## src/rtl/imem_loader_if.sv

```systemverilog
// Byte-link and instruction-RAM write bus of the program loader.
// The slave modport is the loader's view; the master modport is the sender/RAM side.
interface imem_loader_if;
  logic        byte_valid;
  logic [7:0]  byte_data;
  logic        byte_ready;
  logic        wr_en;
  logic [11:0] wr_addr;
  logic [31:0] wr_data;

  modport master (
    output byte_valid, byte_data,
    input  byte_ready, wr_en, wr_addr, wr_data
  );

  modport slave (
    input  byte_valid, byte_data,
    output byte_ready, wr_en, wr_addr, wr_data
  );
endinterface

```

## src/rtl/imem_loader.sv

```systemverilog
// Serial program loader: receives length, little-endian words and an XOR checksum,
// writes the words into instruction RAM and holds the CPU in reset during the load.
//   state   | meaning
//   IDLE    | CPU released, waiting for load_req
//   LEN0    | receive low byte of word count N
//   LEN1    | receive high byte of N, range-check it
//   DATA    | assemble 4 bytes into one word
//   WRITE   | one-cycle RAM write strobe
//   CSUM    | compare received checksum byte
//   DONE    | one-cycle success pulse
//   ERR     | load failed, CPU held in reset until next load_req
module imem_loader (
  input  logic         clk,
  input  logic         rst_n,
  input  logic         load_req,
  imem_loader_if.slave bus,
  output logic         cpu_rst_n,
  output logic         done,
  output logic         err
);

  localparam logic [2:0] S_IDLE  = 3'd0;
  localparam logic [2:0] S_LEN0  = 3'd1;
  localparam logic [2:0] S_LEN1  = 3'd2;
  localparam logic [2:0] S_DATA  = 3'd3;
  localparam logic [2:0] S_WRITE = 3'd4;
  localparam logic [2:0] S_CSUM  = 3'd5;
  localparam logic [2:0] S_DONE  = 3'd6;
  localparam logic [2:0] S_ERR   = 3'd7;

  logic [2:0]  state_q, state_d;
  logic [15:0] len_q, len_d;
  logic [12:0] idx_q, idx_d;
  logic [7:0]  csum_q, csum_d;
  logic [1:0]  bcnt_q, bcnt_d;
  logic [23:0] word_q, word_d;
  logic [11:0] wr_addr_q, wr_addr_d;
  logic [31:0] wr_data_q, wr_data_d;
  logic        cpu_rst_n_q;

  logic        xfer;
  logic [15:0] len_full;

  assign bus.byte_ready = (state_q == S_LEN0) || (state_q == S_LEN1) ||
                          (state_q == S_DATA) || (state_q == S_CSUM);
  assign xfer      = bus.byte_valid && bus.byte_ready;
  assign len_full  = {bus.byte_data, len_q[7:0]};

  always_comb begin
    state_d   = state_q;
    len_d     = len_q;
    idx_d     = idx_q;
    csum_d    = csum_q;
    bcnt_d    = bcnt_q;
    word_d    = word_q;
    wr_addr_d = wr_addr_q;
    wr_data_d = wr_data_q;
    case (state_q)
      S_IDLE, S_ERR: begin
        if (load_req) begin
          state_d = S_LEN0;
          idx_d   = '0;
          csum_d  = '0;
          bcnt_d  = '0;
        end
      end
      S_LEN0: begin
        if (xfer) begin
          len_d[7:0] = bus.byte_data;
          csum_d     = csum_q ^ bus.byte_data;
          state_d    = S_LEN1;
        end
      end
      S_LEN1: begin
        if (xfer) begin
          len_d  = len_full;
          csum_d = csum_q ^ bus.byte_data;
          if (len_full == 16'd0)       state_d = S_CSUM;
          else if (len_full > 16'd4096) state_d = S_ERR;
          else                          state_d = S_DATA;
        end
      end
      S_DATA: begin
        if (xfer) begin
          csum_d = csum_q ^ bus.byte_data;
          bcnt_d = bcnt_q + 2'd1;
          // Bytes shift in from the top so the first byte lands in bits 7:0.
          word_d = {bus.byte_data, word_q[23:8]};
          if (bcnt_q == 2'd3) begin
            wr_data_d = {bus.byte_data, word_q};
            wr_addr_d = idx_q[11:0];
            state_d   = S_WRITE;
          end
        end
      end
      S_WRITE: begin
        if ({3'b000, idx_q} == len_q - 16'd1) begin
          state_d = S_CSUM;
        end else begin
          idx_d   = idx_q + 13'd1;
          state_d = S_DATA;
        end
      end
      S_CSUM: begin
        if (xfer) state_d = (bus.byte_data == csum_q) ? S_DONE : S_ERR;
      end
      S_DONE:  state_d = S_IDLE;
      default: state_d = S_IDLE;
    endcase
  end

  always_ff @(posedge clk) begin
    if (!rst_n) begin
      state_q     <= S_IDLE;
      len_q       <= '0;
      idx_q       <= '0;
      csum_q      <= '0;
      bcnt_q      <= '0;
      word_q      <= '0;
      wr_addr_q   <= '0;
      wr_data_q   <= '0;
      cpu_rst_n_q <= 1'b0;
    end else begin
      state_q     <= state_d;
      len_q       <= len_d;
      idx_q       <= idx_d;
      csum_q      <= csum_d;
      bcnt_q      <= bcnt_d;
      word_q      <= word_d;
      wr_addr_q   <= wr_addr_d;
      wr_data_q   <= wr_data_d;
      // Registered so the CPU stays in reset for the first cycle after rst_n releases.
      cpu_rst_n_q <= (state_d == S_IDLE);
    end
  end

  assign bus.wr_en   = (state_q == S_WRITE);
  assign bus.wr_addr = wr_addr_q;
  assign bus.wr_data = wr_data_q;
  assign cpu_rst_n   = cpu_rst_n_q;
  assign done        = (state_q == S_DONE);
  assign err         = (state_q == S_ERR);

endmodule

```

## src/flat_wrapper.sv

```systemverilog
// flat-port wrapper written by rule: the top's interface ports become plain ports
module imem_loader_flat 
  (clk, rst_n, load_req, cpu_rst_n, done, err, bus_byte_valid, bus_byte_data, bus_byte_ready, bus_wr_en, bus_wr_addr, bus_wr_data);
  imem_loader_if bus_i ();
  input  logic clk;
  input  logic rst_n;
  input  logic load_req;
  output logic cpu_rst_n;
  output logic done;
  output logic err;
  input wire logic [$bits(bus_i.byte_valid)-1:0] bus_byte_valid;
  input wire logic [$bits(bus_i.byte_data)-1:0] bus_byte_data;
  output wire logic [$bits(bus_i.byte_ready)-1:0] bus_byte_ready;
  output wire logic [$bits(bus_i.wr_en)-1:0] bus_wr_en;
  output wire logic [$bits(bus_i.wr_addr)-1:0] bus_wr_addr;
  output wire logic [$bits(bus_i.wr_data)-1:0] bus_wr_data;
  assign bus_i.byte_valid = bus_byte_valid;
  assign bus_i.byte_data = bus_byte_data;
  assign bus_byte_ready = bus_i.byte_ready;
  assign bus_wr_en = bus_i.wr_en;
  assign bus_wr_addr = bus_i.wr_addr;
  assign bus_wr_data = bus_i.wr_data;
  imem_loader u_core (.clk(clk), .rst_n(rst_n), .load_req(load_req), .bus(bus_i), .cpu_rst_n(cpu_rst_n), .done(done), .err(err));
endmodule
```

## config.mk

```make
export PLATFORM = sky130hd
export DESIGN_NAME = imem_loader_flat
export DESIGN_NICKNAME = d
export VERILOG_FILES = /design/src/rtl/imem_loader_if.sv /design/src/rtl/imem_loader.sv /design/src/flat_wrapper.sv
export SDC_FILE = /design/constraint.sdc
export NUM_CORES = 1
export LEC_CHECK = 0
export CAP_MARGIN = 15
export CORE_ASPECT_RATIO = 0.5
export CORE_MARGIN = 2
export CORE_UTILIZATION = 61
export DETAILED_ROUTE_END_ITERATION = 16
export PLACE_DENSITY = 0.86
export SLEW_MARGIN = 20
export SYNTH_ARGS = -nofsm -noshare
export SYNTH_HDL_FRONTEND = slang
export SYNTH_SLANG_ARGS = --single-unit
```

## constraint.sdc

```tcl
create_clock -name clk -period 5.2 [get_ports clk]
set_clock_uncertainty 0.15 [all_clocks]
set_input_delay 0.78 -clock clk [delete_from_list [all_inputs] [get_ports clk]]
set_output_delay 0.78 -clock clk [all_outputs]
set_load 0.01 [all_outputs]
```

Yosys cells after proc, flatten, opt, wreduce, memory -nomap -nowiden
Index checks and enable logic that the tools add are counted.
{"block": "totals", "output_inout_bits": 49, "word_cells": 71, "regBits": 111, "input_bits": 12}
{"block": "op_classes", "n_bitwise": 2, "muxes": 22, "n_reduce_logical": 19, "n_eq_ne": 14, "add_sub_neg": 3, "order_cmp": 1}
{"operator": "one-hot mux 8 bit (2 select lines)", "n": 2}
{"operator": "two-way mux 3 bit", "n": 9}
{"operator": "two-way mux 13 bit", "n": 2}
{"operator": "one-hot mux 13 bit (2 select lines)", "n": 1}
{"operator": "two-way mux 8 bit", "n": 3}
{"operator": "one-hot mux 3 bit (7 select lines)", "n": 1}
{"operator": "equality test 13 x 16 -> 1 bit", "n": 1}
{"operator": "> comparator 16 x 13 -> 1 bit, second input constant", "n": 1}
{"operator": "logical NOT 16 bit", "n": 1}
{"operator": "subtractor 16 x 1 -> 16 bit, second input constant", "n": 1}
{"operator": "AND reduction 3 bit", "n": 5}
{"operator": "adder 13 x 1 -> 13 bit, second input constant", "n": 1}
{"operator": "equality test 3 bit, second input constant", "n": 4}
{"operator": "equality test 8 bit", "n": 1}
{"operator": "bitwise XOR 8 bit", "n": 1}
{"operator": "equality test 3 x 2 -> 1 bit, second input constant", "n": 2}
{"operator": "logical NOT 3 bit", "n": 2}
{"operator": "nonzero test 2 bit", "n": 3}
{"operator": "two-way mux 2 bit", "n": 2}
{"operator": "!= test 2 x 1 -> 1 bit, second input constant", "n": 2}
{"operator": "!= test 2 bit, second input constant", "n": 2}
{"operator": "one-hot mux 2 bit (2 select lines)", "n": 1}
{"operator": "AND reduction 2 bit", "n": 2}
{"operator": "equality test 3 x 1 -> 1 bit, second input constant", "n": 1}
{"operator": "8 further kinds", "n": 10}

Longest topological paths before layout
{"block": "logic_depth", "ltp_word": 8, "ltp_mapped": 12, "ltp_nobuf": 9}

Worst setup path after synthesis
OpenSTA, ideal clock, no wires.
{"block": "synth_path", "kind": "reg-to-reg", "startpoint": "register u_core.len_q[2]", "endpoint": "register u_core.idx_q[2]", "arrival_ns": 2.778, "t_required_ns": 4.934, "setup_slack_ns": 2.156, "path_stages_with_launch": 11, "period_less_slack_ns": 3.044, "setup_ns": 0.116, "n_path_buf": 4, "path_cell_list": "dfxtp_1 buf_6 or4_4 buf_6 or4_1 a21oi_1 o2111ai_1 or4b_1 buf_6 buf_8 a41o_1"}
{"block": "synth_via", "elab_chain_len": 4}
{"element": "start, declared", "line_no": "imem_loader.sv:32", "text": "logic [15:0] len_q, len_d;"}
{"element": "start signal, assigned", "line_no": "imem_loader.sv:125", "text": "len_q <= len_d;"}
{"element": "subtractor 16 x 1 -> 16 bit", "line_no": "imem_loader.sv:97", "text": "if ({3'b000, idx_q} == len_q - 16'd1) begin"}
{"element": "equality test 13 x 16 -> 1 bit", "line_no": "imem_loader.sv:97"}
{"element": "!= test 2 bit (no source line)"}
{"element": "AND reduction 3 bit (no source line)"}
{"element": "end signal, assigned", "line_no": "imem_loader.sv:126", "text": "idx_q <= idx_d;"}
{"element": "end, declared", "line_no": "imem_loader.sv:33", "text": "logic [12:0] idx_q, idx_d;"}
Every way passes these cells.
A chain may end at the register's enable or synchronous reset.

Worst setup path in the final report
{"block": "layout_path", "startpoint": "register u_core.len_q[0]", "endpoint": "register u_core.idx_q[3]"}
The elaborated chain is that of the path after synthesis.

==> impl_results.md <==
* Top FF cell, synth: dfxtp_1
* Critical Path Fanout Max at 18
* Post-synth top area share at between 40 and 50%
* Status: completed
* Tot GR Track Use at ~28%
* Nets at ~700
* Routed len/inst at between 15 and 20 µm
* Worst slew pin tran at between 1000 and 1500 ps
* Die height at 70.3 µm
* Vias in the first global route at around 4400
* Post-Place Cell Area at between 5000 and 6000 µm²
* Post-DP HPWL at between 8000 and 9000 µm
* Final Instance Area at ~6200 µm²
* Hold Path Class: flip-flop to flip-flop
* Largest net degree at the start of global routing at roughly 110
* Core area at roughly 8600 µm²
* Main combinational cell family by area after synthesis: simple AND/OR/NAND/NOR gates
* Setup bufs post-CTS at 0
* Slew Limit Fails at 0
* Via count at roughly 4800
* CTS tree: done
* H-Tree Depth at 3
* Crit-path slowest cell: nor3b_1
* Sequential share of the synthesized area at approximately two fifths
* Crit path launch type: flip-flop
* CTS resizes at 0
* Share of cells above drive strength 1 at 4.98%
* TritonCTS Buffers at 9
* Final setup viols at 0
* Post-synthesis adder-cell area fraction at 0.701%
* Delay-heaviest family, CP: simple AND/OR/NAND/NOR gates
* Worst-path clk slew at 70 ps
* Site Rows at 24
* Hold Fails Final Rpt at 0
* Pwr Total at ~1.8 mW
* Hold_buf cts at 0
* Switching share of power at approximately a quarter
* Yosys warning total at 0
* Multiplexer share of the synthesized area at 2.24%
* Crit path required time at 5330 ps
* Initial antenna violation count at 0
* Synth cell types at 50
* Synth area leader: dfxtp_1
* Area delta synth->final at 16.3%
* ANT cells at 0
* Power per cell area at 293 nW/µm²
* Comb pwr share at a little under an eighth
* Synth Area in XOR/XNOR at 4.09%
* Final WL at 12900 µm
* Drt first pass iters at 5
* CP cell instances: inv_1 > ha_1 > nor3b_1 > nand3_1 > o21a_1 > a22oi_1 > or4b_1 > nand4_1 > mux2i_1
* I/O pin count at 61
* CTS sink cnt at about 110
* I/O Buffers at 60
* Simple-Gate Fraction of Synth Area at between 20% and 30%
* Mapped Nets at 690
* Mapped Area at between 5000 and 6000 µm²
* Die extent in x at 137 µm
* Place WS at around 1600 ps
* Setup TNS at 0 ps
* Cell-internal power at 1.35 mW
* Clk network pwr share at approximately two fifths
* Reg power frac at 48.4%
* Achievable Freq at 284 MHz
* DR iter-0 viols at between 600 and 700
* Final ANT Viol Nets at 0
* Worst-Skew Late Latency at between 300 and 400 ps
* Crit path DAT at between 3000 and 4000 ps
* Worst setup margin at 1680 ps
* Initial Util at 62.1%
* DR DRC count at 0
* Fillers at ~660
* Synthesized area per cell at 7.93 µm²
* Max-Cap Viols at 0
* Root Driver: clkbuf_16
* Critical path class: flip-flop to flip-flop
* Seq cells post-synth at approximately 110
* Unrepaired setup endpoints after global routing: false
* Asr flop ratio synth at 0%
* Global-route wire length before repair at between 20000 and 25000 µm
* Worst VDD drop at about 0.19 mV
* Top cells by area, synth: dfxtp_1 (41%), nand2_1 (13%), a21boi_0 (12%)
* Gpl congestion at between 0.8 and 0.9
* DR vias/cell at about 5.8
* Die ar. at roughly 9600 µm²
* Synthesized netlist cell count at around 680
* Leakage at between 2 and 2.5 nW
* CP endpoint kind: flip-flop
* Rel. slew slack at between 20% and 30%
* EDFF count, synth at 0
* Complex-gate fraction of the synthesized area at 20.0%
* Sw Pwr at ~0.48 mW
* Tcrit/Tclk final at between 60% and 70%
* Clock Path Buffers at 2
* Grt total ovfl at 0
* Tmin final at 3520 ps
* Max stage delay on crit path at between 800 and 900 ps
* Worst path buffer plus inverter count at 1
-- layout make-up --
cell class                 count  area (µm²)  area share (%)
clock buffer                  10         239            3.84
tap                          117         146            2.35
clock inverter                 6        80.1            1.29
multi-input combinational    503        2870            46.1
sequential                   111        2220            35.7
inverter                       6        22.5           0.362
timing repair buffer          67         648            10.4
-- logic make-up (layout without fill, tap and decap cells) --
kind of cell | Yosys count | after routing
AOI/OAI and AO/OA | 150 | 150
xor gates and xnor gates | 25 | 25
adders and majority gates | 3 | 3
buffers and inverters | 61 | 89
DFF | 111 | 111
muxes | 12 | 12
and+or+nand+nor | 313 | 313
-- worst register-to-register path: stages, from the launching register on --
cell     delay, ps
dfxtp_1        350
inv_1           90
ha_1           220
nor3b_1        860
nand3_1        160
o21a_1         230
a22oi_1        180
or4b_1         760
nand4_1        270
mux2i_1        190
-- power groups by stage --
stage          clock [mW]  combinational [mW]  sequential, mW
2_1_floorplan           0               0.169           0.891
3_3_place_gp            0               0.205           0.903
3_5_place_dp            0               0.208           0.903
4_1_cts             0.734               0.209           0.883
5_1_grt             0.766               0.231           0.887
6_report            0.729               0.212           0.884
-- cell usage in the layout, fill, tap and decap left out, drive strengths merged, types with 3 or more instances in the layout --
cell type | Yosys | routed
xnor2 | 12 | 12
inv | 6 | 7
or3 | 3 | 3
nor3 | 12 | 12
dfxtp | 111 | 111
a211oi | 3 | 3
a31o | 7 | 7
o21a | 4 | 4
nand3b | 10 | 10
clkdlybuf4s50 | 0 | 59
nand3 | 11 | 11
clkbuf | 49 | 10
mux2i | 12 | 12
o21ai | 14 | 14
clkinv | 0 | 4
nor2b | 12 | 12
buf | 6 | 8
ha | 3 | 3
xor2 | 13 | 13
nor4 | 9 | 9
a21boi | 85 | 85
nand2b | 4 | 4
a21oi | 18 | 18
nand2 | 186 | 186
nand4 | 7 | 7
or4 | 5 | 5
nor2 | 33 | 33
and3 | 4 | 4
nor4b | 3 | 3
and2 | 7 | 7
o22ai | 3 | 3
-- sequential cells by signal, indices dropped and copies added, names as in the netlist --
register	flops
u_core.word_q	24
u_core.idx_q	13
u_core.csum_q	8
u_core.bcnt_q	2
u_core.len_q	16
u_core.cpu_rst_n	1
u_core.bus.wr_addr	12
u_core.state_q	3
u_core.bus.wr_data	32
-- routing by layer --
metal,vias to the layer above,GRT usage [%],part of all wire (%)
met5,-,0,0
met4,0,7.87,1.0
met3,17,6.75,5.6
met2,161,43.8,46
met1,2251,38.4,48
li1,2336,-,-
-- metrics by stage --
step | hold WS, ps | cells | util [%]
after floorplan | 291 | 675 | -
after global placement | 303 | 804 | 68.6
after detailed placement | 309 | 804 | 68.6
after CTS | 319 | 820 | 72.3
after global routing | 337 | 820 | 72.3
final | 316 | 820 | 72.3
-- worst paths after layout --
kind	depth (start not counted)	to	from	slack (ps)
max reg2reg	9	u_core.idx_q[3]$_SDFFE_PN0P_	u_core.len_q[0]$_SDFFE_PN0P_	1680
min	2	u_core.bus.wr_addr[8]$_SDFFE_PN0P_	u_core.bus.wr_addr[8]$_SDFFE_PN0P_	320
min reg2reg	2	u_core.bus.wr_addr[8]$_SDFFE_PN0P_	u_core.bus.wr_addr[8]$_SDFFE_PN0P_	320
max	9	u_core.idx_q[3]$_SDFFE_PN0P_	u_core.len_q[0]$_SDFFE_PN0P_	1680
-- synthesized netlist by cell type, types with 3 or more instances --
cell type / number
dfxtp_1: 111
and2_1: 7
a21boi_0: 85
o22ai_1: 3
o21a_1: 4
nor3_1: 12
o21ai_0: 14
and3_1: 4
mux2i_1: 12
nand2_1: 186
ha_1: 3
inv_1: 6
xnor2_1: 12
nand4_1: 7
nor4b_1: 3
nand3_1: 11
nand2b_1: 4
nand3b_1: 10
nor2b_1: 12
or4_1: 4
nor2_1: 33
a211oi_1: 3
nor4_1: 9
clkbuf_1: 49
buf_6: 3
or3_1: 3
a31o_2: 7
xor2_1: 13
a21oi_1: 18
No activity file was read; power rests on OpenSTA's default activity.
==> RTL change 1 (same settings) <==
Reset style: asynchronous (`rst_n`), changed in one clocked block.
--- a/src/rtl/imem_loader.sv
+++ b/src/rtl/imem_loader.sv
@@ -110,5 +110,5 @@
   end
 
-  always_ff @(posedge clk) begin
+  always_ff @(posedge clk or negedge rst_n) begin
     if (!rst_n) begin
       state_q     <= S_IDLE;
Function: differs if rst_n is asserted again (counterexample within 4 cycles, from zero or initial values and one cycle with rst_n low); with rst_n held inactive, the same outputs for 4 cycles.
==> RTL change 1 against the original RTL <==
Final area is 1.5% higher. Worst setup slack better by 0.056 ns. Area after synthesis is 0.23% lower. Global-route usage is 2.4 points lower. Routed wire length is 13% lower. Synthesized cell count is 30% lower. Critical path type unchanged. Sequential cell count stayed put.
Power is not compared: it rests on default switching activity, and its combinational part moved more than twofold at a synthesized area within 25%.
==> RTL change 1: results (changes against the original RTL) <==
| Metric | Value |
|---|---|
| Outcome | `finished, final reports clean (unchanged)` |
| Via count | `3,856 (was 4,765)` |
| Global-route wire length before repair | `18,900 um (was 21,300 um)` |
| Synth area leaders | `dfrtp_1, mux2_2, xnor2_1 (was dfxtp_1, nand2_1, a21boi_0)` |
| Vias in the first global route | `3,751 (was 4,381)` |
| GRT Resource Usage Total | `0.256 (was 0.279)` |
| Initial DRC Count | `316 (was 605)` |
| Maximum clock path buffer count | `2 (unchanged)` |
| Synth top cells by count | `dfrtp_1, mux2_2, o21ai_0 (was nand2_1, dfxtp_1, a21boi_0)` |
| DP HPWL | `7470 um (was 8620 um)` |
| Clk Latency, worst-skew pair | `0.35 ns (about the same)` |
| Max H-tree Level | `3 (unchanged)` |
| Min-Delay Path Depth | `1 (was 2)` |
| Sequential element share of the synthesized area | `0.520 (was 0.415)` |
| Syn nets | `486 (was 690)` |
| Routed WL per cell | `17.6 um (was 15.7 um)` |
| Synth Warn # | `0 (unchanged)` |
| Worst min path class | `register to register (unchanged)` |
| CP arrival | `3.54 ns (was 3.65 ns)` |
| Gpl congestion | `0.850 (was 0.893)` |
| Switching part of the total | `0.347` |
| Reg-to-reg setup timing slack | `1.74 ns (was 1.68 ns)` |
| Synth async-reset ratio | `1.00 (was 0)` |
| Top Layer Used | `met4 (unchanged)` |
| Hold path startpoint | `u_core.bus.wr_addr[2] (was u_core.bus.wr_addr[8])` |
| FF-to-FF path depth | `10 (was 9)` |
| # resized after CTS | `0 (unchanged)` |
| Port Buf Inserts | `60 (unchanged)` |
| Initial antenna violation count | `0 (unchanged)` |
| Slew margin rel. | `0.398 (was 0.290)` |
| Met2 routed wirelength | `5160 um (was 5900 um)` |
| Post-CTS Setup Repair Bufs | `0 (unchanged)` |
| Metal-1 WL | `5100 um (was 6130 um)` |
| Leak | `2.73 nW` |
| VDD IR max | `around 0.31 mV` |
| Ratio of cells with drive above 1 in the final layout | `0.217 (was 0.0498)` |
| Synth unique cells | `49 (was 50)` |
| CP max FO | `7 (was 18)` |
| Hold worst-path end | `u_core.bus.wr_addr[2] (was u_core.bus.wr_addr[8])` |
| Terminus of the critical flop-to-flop path | `u_core.idx_q[1] (was u_core.idx_q[3])` |
| Drt first pass iters | `5 (unchanged)` |
| Metal3 WL | `691 um (was 719 um)` |
| Fill count | `600 (was 655)` |
| Largest net degree at the start of global routing | `77 (was 105)` |
| Worst reg2reg startpoint | `u_core.len_q[0] (unchanged)` |
| Nets | `531 (was 713)` |
-- RTL change 1: how the worst max path moves through the flow --
stage | slack (ns) | start | end
after floorplan | 2.05 | u_core.len_q[0] | u_core.idx_q[1]
after global placement | 1.92 | u_core.len_q[5] | u_core.idx_q[1]
after detailed placement | 1.80 | u_core.len_q[0] | u_core.idx_q[12]
after CTS | 1.76 | u_core.len_q[0] | u_core.idx_q[11]
after global routing | 1.53 | u_core.len_q[0] | u_core.idx_q[12]
final | 1.74 | u_core.len_q[0] | u_core.idx_q[1]
-- RTL change 1: logic make-up after synthesis --
group	Yosys count	share of synthesized area
multiplexers	84	0.176
buffers and inverters	37	0.0279
AND/OR/NAND/NOR	138	0.145
XOR/XNOR	22	0.0361
flip-flops	111	0.520
AO/OA/AOI/OAI	76	0.0876
adder cells (fa/ha/maj)	3	0.00703
-- RTL change 1: power by group through the flow --
stage,registers (mW),clock network [mW],logic [mW]
floorplan,1.44,0,0.819
global placement,1.50,0,1.18
detailed placement,1.52,0,1.22
CTS,1.52,0.727,1.24
global route,1.58,0.762,1.34
finish,1.53,0.718,1.23
-- RTL change 1: final cells by class --
class	instances	area (um2)	area share
Clock inverter	4	58.8	0.00931
Sequential cell	111	2780	0.440
Inverter	8	30.0	0.00475
Tap cell	117	146	0.0232
Multi-Input combinational cell	323	2430	0.384
Clock buffer	12	256	0.0406
Timing Repair Buffer	63	621	0.0982
-- RTL change 1: stage by stage --
step,cells,setup slack (ns),hold WS [ns],area (um2)
floorplan,471,2.05,0.317,5340
global placement,622,1.92,0.337,6000
detailed placement,622,1.80,0.343,6000
CTS,638,1.76,0.359,6320
global route,638,1.53,0.372,6320
finish,638,1.74,0.354,6320
-- RTL change 1: critical path, stage by stage, from the launching register on --
cell and delay [ns]:
dfrtp_1 0.44, inv_1 0.11, ha_1 0.27, or3b_2 0.49
nor4_2 0.34, xor2_1 0.13, o31ai_1 0.37, o21bai_4 0.13
or3_1 0.43, and4_4 0.24, a311o_1 0.26
-- RTL change 1: layer usage --
layer	global-route usage	up-vias
met5	0	-
met4	0.0995	0
met3	0.0610	25
met2	0.385	129
met1	0.362	1916
li1	-	1786
==> RTL change 2 (same flow settings) <==
Made on the original files. Take the reset off `wr_data_q` and load it in a clocked block of its own.
--- a/src/rtl/imem_loader.sv
+++ b/src/rtl/imem_loader.sv
@@ -119,5 +119,4 @@
       word_q      <= '0;
       wr_addr_q   <= '0;
-      wr_data_q   <= '0;
       cpu_rst_n_q <= 1'b0;
     end else begin
@@ -129,8 +128,11 @@
       word_q      <= word_d;
       wr_addr_q   <= wr_addr_d;
-      wr_data_q   <= wr_data_d;
       // Registered so the CPU stays in reset for the first cycle after rst_n releases.
       cpu_rst_n_q <= (state_d == S_IDLE);
     end
+  end
+
+  always_ff @(posedge clk) begin
+    wr_data_q <= wr_data_d;
   end
 
Behaviour: not the same (Yosys sat finds a counterexample within 10 cycles, from zero or initial values and one cycle with rst_n low; the reset may be asserted at any time).
==> RTL change 2 against the original RTL <==
Final area decreased by 8.4%. Sequential cell count unchanged. First-iteration DRC count decreased by 48%. Total power increased by 0.56%. Die area decreased by 11%. Area after synthesis decreased by 11%. Hold slack got worse by 0.032 ns. Via count decreased by 17%. Worst setup slack improved by 0.089 ns. Maximum frequency increased by 2.6%. Count of clock-buffer cells in the layout decreased by 1. Routed wire length decreased by 23%. Critical path type is now primary input to register. Largest power group unchanged.
==> RTL change 2: results (changes against the original RTL) <==
| Metric | Value |
|---|---|
| Metal-1 WL | `4600 um (was 6130 um)` |
| Synth unique cells | `49 (was 50)` |
| Min-Delay Path Depth | `0 (was 2)` |
| Global-route wire length before repair | `16,600 um (was 21,300 um)` |
| Met2 routed wirelength | `4560 um (was 5900 um)` |
| Switching part of the total | `0.255 (was 0.262)` |
| Met3 Track Usage GR | `0.0723 (was 0.0675)` |
| Nets | `588 (was 713)` |
| Post-synthesis area per instance | `8.96 um2 (was 7.93 um2)` |
| Post-synthesis compound-gate area fraction | `0.150 (was 0.200)` |
| Outcome | `finished, final reports clean (unchanged)` |
| Largest net degree at the start of global routing | `67 (was 105)` |
| Top delay family on crit path | `buffers and inverters (was simple AND/OR/NAND/NOR gates)` |
| GRT Resource Usage Total | `0.248 (was 0.279)` |
| Post-place instance area | `5400 um2 (was 5910 um2)` |
| M1 GR Usage | `0.323 (was 0.384)` |
| Sequential element share of the synthesized area | `0.533 (was 0.415)` |
| Slew margin rel. | `0.397 (was 0.290)` |
| Leak | `1.95 nW (was 2.13 nW)` |
| CP max stage cell | `inv_1 (was nor3b_1)` |
| Vias in the first global route | `3,596 (was 4,381)` |
| Fill count | `508 (was 655)` |
| Setup WS pre-CTS | `1.38 ns (was 1.60 ns)` |
| CP max FO | `25 (was 18)` |
| Routed WL per cell | `14.6 um (was 15.7 um)` |
| Drt first pass iters | `8 (was 5)` |
| Initial DRC Count | `316 (was 605)` |
RTL change 2: final timing paths:
path	start	end	slack (ns)
max reg2reg	u_core.state_q[2]	u_core.bus.wr_data[6]	1.81
max	bus_byte_valid	u_core.bus.wr_data[6]	1.77
min	u_core.word_q[3]	u_core.bus.wr_data[3]	0.28
min reg2reg	u_core.word_q[3]	u_core.bus.wr_data[3]	0.28
RTL change 2: cell type report:
type                       instances  area, um2  area share
clock inverter                     6       76.3      0.0134
clock buffer                       9        225      0.0395
timing repair buffer              63        623       0.109
multi-input combinational        381       2070       0.364
inverter                           7       26.3     0.00461
sequential                       111       2540       0.446
tap                              108        135      0.0237
RTL change 2: power groups by stage:
stage               combinational (mW)  clock (mW)  sequential [mW]
finish                           0.213       0.695            0.928
global route                     0.235       0.739            0.930
CTS                              0.211       0.701            0.926
detailed placement               0.209           0            0.946
global placement                 0.205           0            0.945
floorplan                        0.166           0            0.934
